**config.mk**
```make
export PLATFORM = sky130hd
export DESIGN_NAME = sysbus_arbiter
export DESIGN_NICKNAME = d
export VERILOG_FILES = /design/src/rtl/sysbus_pkg.sv /design/src/rtl/rr_picker.sv /design/src/rtl/sysbus_arbiter.sv
export SDC_FILE = /design/constraint.sdc
export NUM_CORES = 1
export LEC_CHECK = 0
export ABC_AREA = 1
export BUFFER_PORTS_ARGS = -buffer_cell sky130_fd_sc_hd__buf_4
export CAP_MARGIN = 0
export CORE_AREA = 2 2 203 205
export DETAILED_ROUTE_END_ITERATION = 16
export DIE_AREA = 0 0 205 207
export SETUP_SLACK_MARGIN = 0.1
export SLEW_MARGIN = 20
export SYNTH_ARGS = -nofsm -noshare
export SYNTH_HDL_FRONTEND = slang
export SYNTH_HIERARCHICAL = 1
export SYNTH_SLANG_ARGS = --single-unit
```
**constraint.sdc**
```tcl
create_clock -name clk -period 2.2 [get_ports clk]
set_clock_uncertainty 0.1 [all_clocks]
set_input_delay 0.11 -clock clk [delete_from_list [all_inputs] [get_ports clk]]
set_output_delay 0.11 -clock clk [all_outputs]
set_load 0.02 [all_outputs]
```
**src/rtl/sysbus_pkg.sv**
```systemverilog
// Shared Sysbus definitions: tag layout, burst length and arbiter state encoding.
package sysbus_pkg;

    localparam int unsigned SYSBUS_BEATS = 8;
    localparam int unsigned BEAT_W       = 3;

    // Tag layout: {rw[12], type[11:8], id[7:0]}
    localparam int unsigned TAG_RW_BIT   = 12;
    localparam int unsigned TAG_TYPE_LSB = 8;
    localparam int unsigned TAG_ID_LSB   = 0;

    localparam logic       SYSBUS_READ   = 1'b1;
    localparam logic       SYSBUS_WRITE  = 1'b0;
    localparam logic [3:0] SYSBUS_MEMORY = 4'b0001;

    typedef enum logic [2:0] {
        StIdle,
        StAddr,
        StWdata,
        StWaitResp,
        StResp
    } state_e;

endpackage

```
**src/rtl/rr_picker.sv**
```systemverilog
// Combinational round-robin select: the first valid requester at or after ptr wins.
module rr_picker #(
    parameter int unsigned N_REQ = 2,
    parameter int unsigned IDX_W = 1
) (
    input  logic [N_REQ-1:0] valid,
    input  logic [IDX_W-1:0] ptr,
    output logic [N_REQ-1:0] grant,
    output logic [IDX_W-1:0] idx
);

    int unsigned cand;

    // Scan farthest-to-nearest so the candidate closest to ptr overwrites the rest.
    always_comb begin
        grant = '0;
        idx   = '0;
        cand  = 0;
        for (int k = N_REQ - 1; k >= 0; k--) begin
            cand = (int'(ptr) + k) % N_REQ;
            if (valid[cand]) begin
                grant       = '0;
                grant[cand] = 1'b1;
                idx         = IDX_W'(cand);
            end
        end
    end

endmodule

```
**src/rtl/sysbus_arbiter.sv**
```systemverilog
// Shares the single Sysbus master port between requesters, one full burst at a time,
// and routes read-response beats back to the owner of the burst.
module sysbus_arbiter
    import sysbus_pkg::*;
#(
    parameter int unsigned BUS_DATA_WIDTH = 64,
    parameter int unsigned BUS_TAG_WIDTH  = 13,
    parameter int unsigned N_REQ          = 2,
    parameter int unsigned BEATS          = SYSBUS_BEATS
) (
    input  logic                              clk,
    input  logic                              reset,
    input  logic [N_REQ-1:0]                  rq_valid,
    input  logic [N_REQ-1:0]                  rq_write,
    input  logic [N_REQ*BUS_DATA_WIDTH-1:0]   rq_addr,
    input  logic [N_REQ*BUS_TAG_WIDTH-1:0]    rq_tag,
    input  logic [N_REQ*BUS_DATA_WIDTH-1:0]   rq_wdata,
    output logic [N_REQ-1:0]                  rq_grant,
    output logic [N_REQ-1:0]                  rq_wnext,
    output logic [BEAT_W-1:0]                 rq_wbeat,
    output logic [N_REQ-1:0]                  rs_valid,
    output logic [BUS_DATA_WIDTH-1:0]         rs_data,
    output logic                              rs_last,
    output logic                              bus_reqcyc,
    output logic [BUS_DATA_WIDTH-1:0]         bus_req,
    output logic [BUS_TAG_WIDTH-1:0]          bus_reqtag,
    input  logic                              bus_reqack,
    input  logic                              bus_respcyc,
    output logic                              bus_respack,
    input  logic [BUS_DATA_WIDTH-1:0]         bus_resp,
    input  logic [BUS_TAG_WIDTH-1:0]          bus_resptag
);

    localparam int unsigned        IDX_W     = (N_REQ > 1) ? $clog2(N_REQ) : 1;
    localparam logic [BEAT_W-1:0]  LAST_BEAT = BEAT_W'(BEATS - 1);

    state_e                    state_q, state_d;
    logic [IDX_W-1:0]          owner_q, owner_d;
    logic [IDX_W-1:0]          rr_ptr_q, rr_ptr_d;
    logic [BUS_DATA_WIDTH-1:0] addr_q, addr_d;
    logic [BUS_TAG_WIDTH-1:0]  tag_q, tag_d;
    logic                      write_q, write_d;
    logic [BEAT_W-1:0]         beat_q, beat_d;

    logic [N_REQ-1:0]          pick_onehot;
    logic [IDX_W-1:0]          pick_idx;
    logic                      pick_any;
    logic                      beat_last;

    // Responses are routed purely by ownership; the returned tag carries no routing info.
    logic unused_resptag;
    assign unused_resptag = ^bus_resptag;

    rr_picker #(
        .N_REQ (N_REQ),
        .IDX_W (IDX_W)
    ) u_picker (
        .valid (rq_valid),
        .ptr   (rr_ptr_q),
        .grant (pick_onehot),
        .idx   (pick_idx)
    );

    assign pick_any  = |pick_onehot;
    assign beat_last = (beat_q == LAST_BEAT);

    always_ff @(posedge clk) begin
        if (reset) begin
            state_q  <= StIdle;
            owner_q  <= '0;
            rr_ptr_q <= '0;
            addr_q   <= '0;
            tag_q    <= '0;
            write_q  <= 1'b0;
            beat_q   <= '0;
        end else begin
            state_q  <= state_d;
            owner_q  <= owner_d;
            rr_ptr_q <= rr_ptr_d;
            addr_q   <= addr_d;
            tag_q    <= tag_d;
            write_q  <= write_d;
            beat_q   <= beat_d;
        end
    end

    always_comb begin
        state_d     = state_q;
        owner_d     = owner_q;
        rr_ptr_d    = rr_ptr_q;
        addr_d      = addr_q;
        tag_d       = tag_q;
        write_d     = write_q;
        beat_d      = beat_q;
        rq_grant    = '0;
        rq_wnext    = '0;
        rq_wbeat    = '0;
        rs_valid    = '0;
        rs_data     = '0;
        rs_last     = 1'b0;
        bus_reqcyc  = 1'b0;
        bus_req     = '0;
        bus_reqtag  = '0;
        // Every response beat is acked; outside a read burst it is simply dropped.
        bus_respack = bus_respcyc;

        unique case (state_q)
            StIdle: begin
                if (pick_any) begin
                    owner_d = pick_idx;
                    addr_d  = rq_addr[int'(pick_idx)*BUS_DATA_WIDTH +: BUS_DATA_WIDTH];
                    tag_d   = rq_tag[int'(pick_idx)*BUS_TAG_WIDTH +: BUS_TAG_WIDTH];
                    write_d = rq_write[pick_idx];
                    state_d = StAddr;
                end
            end
            StAddr: begin
                bus_reqcyc = 1'b1;
                bus_req    = addr_q;
                bus_reqtag = tag_q;
                if (bus_reqack) begin
                    rq_grant[owner_q] = 1'b1;
                    rr_ptr_d = (owner_q == IDX_W'(N_REQ - 1)) ? '0 : owner_q + 1'b1;
                    beat_d   = '0;
                    state_d  = write_q ? StWdata : StWaitResp;
                end
            end
            StWdata: begin
                bus_reqcyc = 1'b1;
                bus_req    = rq_wdata[int'(owner_q)*BUS_DATA_WIDTH +: BUS_DATA_WIDTH];
                bus_reqtag = tag_q;
                rq_wbeat   = beat_q;
                if (bus_reqack) begin
                    rq_wnext[owner_q] = 1'b1;
                    beat_d = beat_last ? '0 : beat_q + 1'b1;
                    if (beat_last) begin
                        state_d = StIdle;
                    end
                end
            end
            StWaitResp, StResp: begin
                // The first beat is consumed in the same cycle it leaves WAIT_RESP.
                if (bus_respcyc) begin
                    rs_valid[owner_q] = 1'b1;
                    rs_data = bus_resp;
                    rs_last = beat_last;
                    beat_d  = beat_last ? '0 : beat_q + 1'b1;
                    state_d = beat_last ? StIdle : StResp;
                end
            end
            default: state_d = StIdle;
        endcase
    end

endmodule

```
* Word-level counts from Yosys, hierarchy flattened
Cells that the tools add are included.
** Operators by class
- Add/subtract/negate cells :: 3
- Multiply operators :: 1
- Magnitude comparators :: 7
- Equality and inequality tests :: 10
- Shifts and indexed selects :: 3
- Mux-type cells :: 43
- Reduce and logical (&&, ||, !) cells :: 12
** Operators with widths (count)
- $shiftx A128 B8 Y64 :: 2
- $mux W64 :: 2
- $pmux W64 S2 :: 1
- $mux W3 :: 11
- $shiftx A26 B6 Y13 :: 1
- $mux W1 :: 16
- $mux W2 :: 7
- $mux W13 :: 1
- $pmux W3 S4 :: 1
- $ne A2 B2 Y1 const B :: 5
- $pmux W3 S3 :: 1
- $lt A1 B2 Y1 const B :: 4
- $eq A3 B2 Y1 const B :: 2
- $eq A3 B3 Y1 const B :: 2
- $reduce_or A2 Y1 :: 3
- $mul A1 B4 Y5 const B :: 1
- $reduce_and A5 Y1 :: 1
- $reduce_and A2 Y1 :: 2
- $reduce_and A4 Y1 :: 1
- $add A3 B1 Y3 const B :: 1
- $demux W1 S1 :: 3
- $eq A3 B1 Y1 const B :: 1
- $ge A1 B1 Y1 const B :: 3
- $logic_and A1 B1 Y1 :: 3
- other kinds (3) :: 4
** Word-level totals
- Register bits :: 86
- Input bits :: 367
- Output and inout port bits :: 153
- Logic and storage cells :: 86

* Longest topological paths before layout
- Depth after elaboration :: 10
- Depth in mapped cells :: 11
- Gate-level depth less buffers :: 10

* Modules after synthesis
The synthesis kept the hierarchy.
** Modules (own cells, without submodules)
- sysbus_arbiter :: instances 1, cells an instance 1064, area an instance 6214.7 um^2, seq. area each 1721.7 um^2
- rr_picker :: instances 1, cells an instance 5, area an instance 35.0 um^2, seq. area each 0.0 um^2

* Worst setup path before layout
Ideal clock, no wire load.
- Path type :: flip-flop to output port
- Start :: register state_q[1]
- End :: output port bus_reqtag[10]
- Data arrival time :: 1.542 ns
- Setup slack :: 0.448 ns
- Stages on the path, launching flop included :: 8
- Cells stage by stage :: dfxtp_1 buf_6 nand2_1 nand2_1 nor2_1 inv_1 buf_2 nor2_1
** On the way
- Cells in the longest elaborated chain, start to end :: 3
- Elaborated cells on any way between the ends :: 4
- Classes of those cells :: eq/ne: 2; mux: 1; reduce/logical: 1
** RTL lines
- start: declaration :: line sysbus_arbiter.sv:37 : state_e state_q, state_d;
- start signal: assignment :: line sysbus_arbiter.sv:69 : state_q <= StIdle;
- start signal: assignment :: line sysbus_arbiter.sv:77 : state_q <= state_d;
- $eq A3 B2 Y1 or $eq A3 B1 Y1 (tied branches) :: line sysbus_arbiter.sv:107 : unique case (state_q)
- $reduce_or A2 Y1 (no line) (*)
- $mux W13 (*) :: line sysbus_arbiter.sv:107
- end: declaration :: line sysbus_arbiter.sv:26 : output logic [BUS_TAG_WIDTH-1:0] bus_reqtag,
Mark *: on every way between the ends. The rest lies on a longest branch, timed or not.

* Worst setup path in the final report
- Start :: register state_q[0]
- End :: output port bus_req[41]
** On the way
- Cells in the longest elaborated chain, start to end :: 2
- Elaborated cells on any way between the ends :: 3
- Classes of those cells :: eq/ne: 2; mux: 1
** RTL lines
- $eq A3 B2 Y1 or $eq A3 B1 Y1 (tied branches) :: line sysbus_arbiter.sv:107
- $pmux W64 S2 (*) :: line sysbus_arbiter.sv:107
- end: declaration :: line sysbus_arbiter.sv:25 : output logic [BUS_DATA_WIDTH-1:0] bus_req,
Marks and branches as above.

==> results.md <==
* Max-cap violations at 0
* Final setup violation count at 0
* Internal power at between 6 and 7 mW
* Total power after layout at between 10 and 15 mW
* Gp weighted congestion at 0.9071
* Post-layout utilization of the core at around 28%
* Max Fclk at ~500 MHz
* Final worst path period need at about 2000 ps
* Row count at 74
* Class of the worst hold path: input pin to flop
* CTS Buf Count at 9
* Synth Instances at 1069
* Kind of critical path: flop to output pin
* Part of the total power dissipated in the clock network at 13.9%
* Part of the total power dissipated in combinational logic at roughly 67%
* Height of the chip at just over 200 µm
* Combined area of all synthesized cells at between 6000 and 7000 µm²
* Worst vdd rail ir drop at around 0.00057 V
* Clock latency on the worst-skew pair at between 300 and 400 ps
* Effective utilization at floorplan at about 15%
* Post-DRT Antenna Nets at 0
* Area added between synthesis and finish at 80.14%
* Number of DRC markers in iteration 0 at approximately 320
* Critical path required time at a little under 2000 ps
* Worst Max-Slew Pin Slew at between 600 and 700 ps
* Share of cells above drive strength 1 at around 39%
* Final routed wire length divided by cell count at about 15 µm
* Detail-routed via count per cell at between 4 and 5
* Largest net degree at the start of global routing at 86
* Via count of the first global-routing pass at slightly above 8000
* Count of endpoints failing hold in the final timing report at 0
* Total number of nets in the final design at 1907
* Critical Path Source Type: flop
* Flip-flop and latch count after synthesis at 86
* Total detailed-routing wirelength at 31710 µm
* Seq. cell area at 1729 µm²
* Post-place setup slack at approximately 220 ps
* Clock tree from TritonCTS: done
* Core Footprint at 40370 µm²
* Level count of the clock H-tree at 3
* Net switching component of the power at 5.846 mW
* Final instance area at ~11000 µm²
* Number of library cell types mapped by synthesis at 26
* Largest fanout of any net on the critical path at 33
* Relative slew margins at slightly below 60%
* Count of warnings emitted by yosys at 6
* Wire length of the first global-routing pass at 45460 µm
* Drt drc at 0
* Number of placed instances with taps included at 2044
* Area of combinational cells with multiple inputs at approximately 3600 µm²
* Leftover overflow at the end of global routing at 0
* Number of fill cells at approximately 4500
* CTS Sinks at 86
* Post-route clock period utilization at 91.26%
* Half-perimeter wire length after placement at 25050 µm
* Instance area after placement at between 10000 and 15000 µm²
* Total via count after detailed routing at 8666
* Status: finished, final reports clean
* Input/output buffers at just over 500
* Longest Clk Path Bufs at 2
* Sequential power share at 19.6%
* CP Capture Type: output pin
* Average cell area after synthesis at 5.846 µm²
* Switching power as a share of total power at between 40% and 50%
* Power per cell area at ~1100 nW/µm²
* Die footprint at roughly 42000 µm²
* Net count after synthesis at about 1400
* Setup repair after global routing missed its margin: false
* Overall routing resource usage at between 10 and 15%
* P_leak at roughly 5.5 nW
* Final cell count without fillers at ~2100
* Master cell of the clock root buffer: sky130_fd_sc_hd__clkbuf_16
* Width of the die at ~210 µm
* Antenna violations before repair at 1
* Sequential element share of the synthesized area at 27.55%
* Hold_ws at roughly 28 ps
* Total count of max-transition violations in the final report at 0
* I/O pin total at between 500 and 600
* Post-route setup slack at approximately 190 ps
* WP data arrival at 1800 ps
* Pre-antenna DRT Iters at 4
* Post-CTS clock slew at the launch and capture registers of the worst setup and hold paths at around 70 ps
* Summed negative setup slack over all endpoints at 0 ps
[worst paths after layout]
| check | from | to | slack [ps] | depth (start not counted) |
|---|---|---|---|---|
| max | state_q[0] | bus_req[41] | 190 | 6 |
| max reg2reg | rr_ptr_q | addr_q[13] | 280 | 6 |
| min reg2reg | addr_q[19] | addr_q[19] | 350 | 2 |
| min | rq_addr[84] | addr_q[20] | 30 | 5 |
[Yosys cell counts, drive strengths merged]
cell      n  area share, %
nor2    233             14
a21boi    1           0.18
buf      53            5.5
nor3      2           0.16
a21oi    82            6.6
nand3     9           0.80
nand4     1           0.10
nand2   164            9.9
inv     176             11
clkbuf   36            2.2
o32ai    64            9.0
a211oi    1           0.12
ha        2           0.40
dfxtp    86             28
o21ai   159             13
[metal layers]
layer / vias to the layer above / part of all wire (%) / GRT usage (%)
met4: 0 / 3.8 / 6.128
met3: 36 / 8.3 / 3.996
li1: 4351 / - / -
met1: 3885 / 37 / 14.74
met2: 394 / 51 / 26.20
met5: - / 0 / 0
[repair_timing]
action,4_1_cts,5_1_grt
gates resized for setup,12,23
setup endpoints to repair,59,77
hold endpoints to repair,9,0
pin swaps,0,2
setup buffers,1,4
hold buffers,10,0
[registers in the layout (all words and copies together) (netlist names)]
name	count
state_q	3
addr_q	64
owner_q	1
tag_q	13
rr_ptr_q	1
beat_q	3
write_q	1
[layout by cell type, fill, tap and decap left out, types with 3 or more instances in the layout]
cell type	instances
sky130_fd_sc_hd__a21oi_1	81
sky130_fd_sc_hd__buf_12	13
sky130_fd_sc_hd__buf_4	519
sky130_fd_sc_hd__buf_6	4
sky130_fd_sc_hd__clkbuf_16	9
sky130_fd_sc_hd__clkbuf_8	3
sky130_fd_sc_hd__clkinvlp_4	3
sky130_fd_sc_hd__dfxtp_1	82
sky130_fd_sc_hd__dfxtp_2	3
sky130_fd_sc_hd__dlygate4sd3_1	10
sky130_fd_sc_hd__inv_1	170
sky130_fd_sc_hd__inv_2	5
sky130_fd_sc_hd__nand2_1	159
sky130_fd_sc_hd__nand2_2	4
sky130_fd_sc_hd__nand3_1	8
sky130_fd_sc_hd__nor2_1	228
sky130_fd_sc_hd__nor2_2	4
sky130_fd_sc_hd__o21ai_0	127
sky130_fd_sc_hd__o21ai_1	31
sky130_fd_sc_hd__o32ai_1	46
sky130_fd_sc_hd__o32ai_2	18
[cells by family after synthesis]
kind of cell | after synthesis | synth area share [%]
buf+inv | 265 | 18.30
simple gates | 409 | 25.07
flops | 86 | 27.55
compound gates | 307 | 28.69
fa+ha+maj | 2 | 0.4003
[layout make-up]
type                       instances  area share (%)
timing repair buffer             547           38.34
antenna                            1         0.02223
sequential                        86           15.36
tap                              532           5.912
multi-input combinational        718           31.62
clock inverter                     4          0.4779
clock buffer                      12           2.367
inverter                         176           5.901
[critical path: stages (launching register included)]
cell                      delay (ps)
sky130_fd_sc_hd__dfxtp_2         350
sky130_fd_sc_hd__nor2_2          150
sky130_fd_sc_hd__nand2_2          90
sky130_fd_sc_hd__buf_8           180
sky130_fd_sc_hd__buf_6           190
sky130_fd_sc_hd__o32ai_1         240
sky130_fd_sc_hd__buf_4           190
[power by group through the flow]
stage | registers, mW | clock network (mW) | logic, mW
CTS | 2.38 | 1.77 | 7.95
finish | 2.38 | 1.68 | 8.06
global route | 2.44 | 1.84 | 8.79
global placement | 2.40 | 0 | 7.67
detailed placement | 2.41 | 0 | 7.74
floorplan | 2.34 | 0 | 4.74
Power figures use the tool's default switching activity.
